===== src/rtl/decrementer_pkg.sv =====
// Shared types and helpers for the bit-serial decrementer.
package decrementer_pkg;

  // Controller states, fixed 2-bit encoding
  typedef enum logic [1:0] {
    IDLE  = 2'd0,
    SHIFT = 2'd1,
    DONE  = 2'd2
  } state_t;

  // Width of the bit index counter for a BITS-wide operand
  function automatic int unsigned idx_width(input int unsigned bits);
    return (bits <= 2) ? 1 : $clog2(bits);
  endfunction

endpackage


===== src/rtl/serial_decrementer_if.sv =====
// Start/busy/done handshake and operand/result bus of the serial decrementer.
interface serial_decrementer_if #(
  parameter int unsigned BITS = 16
);
  logic            start_in;
  logic [BITS-1:0] data_in;
  logic            busy_out;
  logic            done_out;
  logic [BITS-1:0] data_out;
  logic            b_out;

  // Control unit side
  modport master (
    output start_in, data_in,
    input  busy_out, done_out, data_out, b_out
  );

  // Decrementer side
  modport slave (
    input  start_in, data_in,
    output busy_out, done_out, data_out, b_out
  );
endinterface


===== src/rtl/half_subtractor.sv =====
// Single-bit half subtractor: a - b with borrow out.
module half_subtractor (
  input  logic a_in,
  input  logic b_in,
  output logic diff_out,
  output logic b_out
);
  assign diff_out = a_in ^ b_in;
  assign b_out    = ~a_in & b_in;
endmodule


===== src/rtl/serial_decrementer.sv =====
// Bit-serial decrement-by-one, LSB first, stopping as soon as the borrow dies.
module serial_decrementer
  import decrementer_pkg::*;
#(
  parameter int unsigned BITS = 16
) (
  input  logic                  clk_in,
  input  logic                  reset_in,
  serial_decrementer_if.slave   bus
);

  localparam int unsigned   IW       = idx_width(BITS);
  localparam logic [IW-1:0] LAST_IDX = IW'(BITS - 1);

  state_t          r_state, w_state_nxt;
  logic [BITS-1:0] r_work, w_work_nxt;
  logic [BITS-1:0] r_data_out, w_data_out_nxt;
  logic            r_borrow, w_borrow_nxt;
  logic            r_b_out, w_b_out_nxt;
  logic [IW-1:0]   r_idx, w_idx_nxt;
  logic            w_bit;
  logic            w_diff;
  logic            w_borrow_out;

  assign w_bit = r_work[r_idx];

  // The one borrow cell, fed by the current work bit and the borrow flop
  half_subtractor u_hs (
    .a_in     (w_bit),
    .b_in     (r_borrow),
    .diff_out (w_diff),
    .b_out    (w_borrow_out)
  );

  // Next-state and datapath update
  always_comb begin
    w_state_nxt    = r_state;
    w_work_nxt     = r_work;
    w_borrow_nxt   = r_borrow;
    w_idx_nxt      = r_idx;
    w_data_out_nxt = r_data_out;
    w_b_out_nxt    = r_b_out;
    case (r_state)
      IDLE: begin
        if (bus.start_in) begin
          w_work_nxt   = bus.data_in;
          w_borrow_nxt = 1'b1;
          w_idx_nxt    = '0;
          w_state_nxt  = SHIFT;
        end
      end
      SHIFT: begin
        w_work_nxt[r_idx] = w_diff;
        w_borrow_nxt      = w_borrow_out;
        // Last index is forced to finish, so the index never wraps
        if (!w_borrow_out || (r_idx == LAST_IDX)) begin
          w_state_nxt    = DONE;
          w_data_out_nxt = w_work_nxt;
          w_b_out_nxt    = w_borrow_out;
        end else begin
          w_idx_nxt = IW'(r_idx + 1'b1);
        end
      end
      DONE:    w_state_nxt = IDLE;
      default: w_state_nxt = IDLE;
    endcase
  end

  // State and datapath registers, synchronous reset discards any operation
  always_ff @(posedge clk_in) begin
    if (reset_in) begin
      r_state    <= IDLE;
      r_work     <= '0;
      r_borrow   <= 1'b0;
      r_idx      <= '0;
      r_data_out <= '0;
      r_b_out    <= 1'b0;
    end else begin
      r_state    <= w_state_nxt;
      r_work     <= w_work_nxt;
      r_borrow   <= w_borrow_nxt;
      r_idx      <= w_idx_nxt;
      r_data_out <= w_data_out_nxt;
      r_b_out    <= w_b_out_nxt;
    end
  end

  assign bus.busy_out = (r_state != IDLE);
  assign bus.done_out = (r_state == DONE);
  assign bus.data_out = r_data_out;
  assign bus.b_out    = r_b_out;

endmodule


===== src/flat_wrapper.sv =====
// flat-port wrapper written by rule: the top's interface ports become plain ports
module serial_decrementer_flat import decrementer_pkg::*;
#(
  parameter int unsigned BITS = 16
)
  (clk_in, reset_in, bus_start_in, bus_data_in, bus_busy_out, bus_done_out, bus_data_out, bus_b_out);
  serial_decrementer_if #(.BITS(BITS)) bus_i ();
  input  logic clk_in;
  input  logic reset_in;
  input wire logic [$bits(bus_i.start_in)-1:0] bus_start_in;
  input wire logic [$bits(bus_i.data_in)-1:0] bus_data_in;
  output wire logic [$bits(bus_i.busy_out)-1:0] bus_busy_out;
  output wire logic [$bits(bus_i.done_out)-1:0] bus_done_out;
  output wire logic [$bits(bus_i.data_out)-1:0] bus_data_out;
  output wire logic [$bits(bus_i.b_out)-1:0] bus_b_out;
  assign bus_i.start_in = bus_start_in;
  assign bus_i.data_in = bus_data_in;
  assign bus_busy_out = bus_i.busy_out;
  assign bus_done_out = bus_i.done_out;
  assign bus_data_out = bus_i.data_out;
  assign bus_b_out = bus_i.b_out;
  serial_decrementer #(.BITS(BITS)) u_core (.clk_in(clk_in), .reset_in(reset_in), .bus(bus_i));
endmodule

===== config.mk =====
export PLATFORM = sky130hd
export DESIGN_NAME = serial_decrementer_flat
export DESIGN_NICKNAME = d
export VERILOG_FILES = /design/src/rtl/decrementer_pkg.sv /design/src/rtl/serial_decrementer_if.sv /design/src/rtl/half_subtractor.sv /design/src/rtl/serial_decrementer.sv /design/src/flat_wrapper.sv
export SDC_FILE = /design/constraint.sdc
export NUM_CORES = 1
export LEC_CHECK = 0
export CAP_MARGIN = 25
export CORE_AREA = 2 2 93 68
export DETAILED_ROUTE_END_ITERATION = 16
export DIE_AREA = 0 0 95 70
export PLACE_DENSITY = 0.66
export REMOVE_ABC_BUFFERS = 1
export SLEW_MARGIN = 20
export SYNTH_ARGS = -nofsm -noshare
export SYNTH_HDL_FRONTEND = slang
export SYNTH_HIERARCHICAL = 1
export SYNTH_SLANG_ARGS = --single-unit

===== constraint.sdc =====
create_clock -name clk_in -period 6.3 [get_ports clk_in]
set_clock_uncertainty 0.05 [all_clocks]
set_input_delay 0.945 -clock clk_in [delete_from_list [all_inputs] [get_ports clk_in]]
set_output_delay 0.945 -clock clk_in [all_outputs]
set_load 0.02 [all_outputs]

==> impl_results.md <==
- WL/cell: 15.0 µm
- Number of max-cap violations: 0
- Die Span Y: 70 µm
- Root buf cell: clkbuf_8
- Number of synthesized register bits: 40
- Worst-Margin Slew: roughly 0.86 ns
- Worst skew pair latency: about 0.31 ns
- Setup-failing EPs final: 0
- Die ar.: approximately 0.0067 mm²
- Antenna diodes: 0
- Total iterations of the first detailed-routing run: 4
- Share of cells above drive strength 1: 13.5%
- Worst slack, placed: between 3 and 4 ns
- Leading cell types in the layout, fill and taps excluded: dfxtp_1 (40), clkdlybuf4s50_1 (37), nand2_1 (31)
- Dpl cell area: between 0.002 and 0.0025 mm²
- Nets: approximately 280
- Worst Path Required: 6.50 ns
- Synthesized instance count: approximately 230
- Cell area power density: between 200 and 250 mW/mm²
- Finished layout cell area: around 0.0026 mm²
- Worst setup margin: roughly 3.3 ns
- P&R area growth vs syn: 20.7%
- Remaining global-route overflow: 0
- Ys async rst share: 0%
- R2R depth: 10
- Dpl hpwl: roughly 3.3 mm
- Syn Area/Cell: 9.25 µm²
- Final Power: about 0.59 mW
- Overall routing resource usage: approximately 16%
- Final Util: between 40% and 50%
- RSZ-0062 raised after global routing: no
- Initial DRC count: 170
- Post_cts resized: 0
- Max Freq: around 340 MHz
- CTS Buffer Depth: 2
- Die W: between 90 and 100 µm
- Routed vias/inst: approximately 5.2
- Htree depth: 2
- Worst hold path class: reg -> reg
- Register area share after synthesis: a little under two fifths
- CTS buffer count: 5
- Leakage: 0.913 nW
- Most common cell after layout, fill and taps aside: dfxtp_1
- VDD IR max: between 80 and 90 µV
- Drt total wl: about 5.1 mm
- Ys flop type: dfxtp_1
- Post-CTS setup buffer count: 0
- Number of enable flip-flop cells after synthesis: 0
- Rel. slew slack: 42.8%
- Setup TNS: 0 ns
- Final Hold Viols: 0
- HP Start: u_core/r_work[10]
- Io pins: 38
- GPL Wtd Cong: between 0.8 and 0.9
- Critical path peak fanout: 21
- Final min period: 2.97 ns
- Worst r2r src: u_core/r_idx[0]
- Starting Density: 36.4%
- Synth cell types: 39
- Clk slew on worst S/H paths: 0.09 ns
- Status: finished, final reports clean
- Startpoint types: flip-flop
- DR DRC count: 0
- FP Rows: 24
- Slew Viols, Final: 0
- Hold depth: 2
- First-pass GRT wire length: 8.36 mm
- Vias: ~1800
- Syn. warnings: 6
- Clock sink total: 40
- Antenna-violating nets left: 0
- Vias in the first global route: about 1700
- CP startpoint: u_core/r_idx[0]
- Crit Path Class: reg -> reg
- CP Capture Type: flip-flop
- Largest net degree at the start of global routing: 28
- Post-synthesis cell area: 0.00215 mm²
- Worst EP arrival: approximately 3.2 ns
- Core Footprint: 0.00592 mm²
- I/O Buffers: 37
- Initial antenna violation count: 0
- CTS tree: done
- Fin crit share: between 40% and 50%
- # hold bufs at CTS: 0
[report_power, final]
part / switching [mW] / internal (mW) / leakage [nW]
Combinational: 0.0640 / 0.0557 / 0.542
Clock: 0.0958 / 0.0887 / 0.0434
Sequential: 0.0164 / 0.271 / 0.327
[logic make-up after synthesis]
group	after synthesis	share of synthesized area [%]
simple gates	84	18.6
mux	29	16.4
compound gates	50	17.9
buf+inv	25	6.91
fa+ha+maj	5	2.90
flops	40	37.2
[per-layer routing]
layer / up-vias / share of wire, % / track usage, %
met2: 37 / 41 / 23.1
met5: - / 0 / 0
met4: 0 / 1.2 / 4.83
li1: 890 / - / -
met1: 827 / 54 / 23.5
met3: 8 / 4.1 / 3.67
[worst paths after layout]
kind	slack [ns]	endpoint
hold reg to reg	0.41	u_core/r_work[10]
setup / recovery	3.33	u_core/r_work[12]
setup reg to reg	3.33	u_core/r_work[12]
hold / removal	0.41	u_core/r_work[10]
[worst max-delay path: stages, from the launching register on]
cell and delay, ns:
dfxtp_1 0.58, mux4_2 0.56, nor2b_1 0.15, a211oi_1 0.25
a21oi_1 0.06, inv_1 0.09, ha_1 0.22, inv_1 0.46
mux2_2 0.29, o221ai_1 0.11, nand2_1 0.10
[layout make-up]
cell class / instances / area (µm²)
Inverter: 4 / 15.0
Clock buffer: 6 / 82.6
Clock inverter: 2 / 15.0
Multi-Input combinational cell: 168 / 1200
Sequential cell: 40 / 801
Tap cell: 78 / 97.6
Fill cell: 603 / 3310
Timing Repair Buffer: 39 / 385
[registers in the layout, summed over array words and instances (netlist names)]
register and count:
u_core/r_idx 4, u_core/bus.b_out 1, u_core/bus.data_out 16, u_core/r_work 16
u_core/r_borrow 1, u_core/r_state 2
[cells in the mapped netlist (6+ instances only)]
library cell	number	area (µm²)
o21ai_0	8	40.0
nand3_1	6	30.0
mux2_2	11	124
mux2i_1	14	140
nor2_1	26	97.6
o221ai_1	11	96.3
a31oi_1	6	37.5
nand3b_1	8	60.1
dfxtp_1	40	801
clkbuf_1	7	26.3
nand2_1	31	116
[stage by stage]
step / instances / hold WS [ns]
final: 337 / 0.408
after global routing: 337 / 0.430
after CTS: 336 / 0.411
after floorplan: 212 / 0.379
after detailed placement: 328 / 0.397
after global placement: 328 / 0.398
Power figures use the tool's default switching activity.
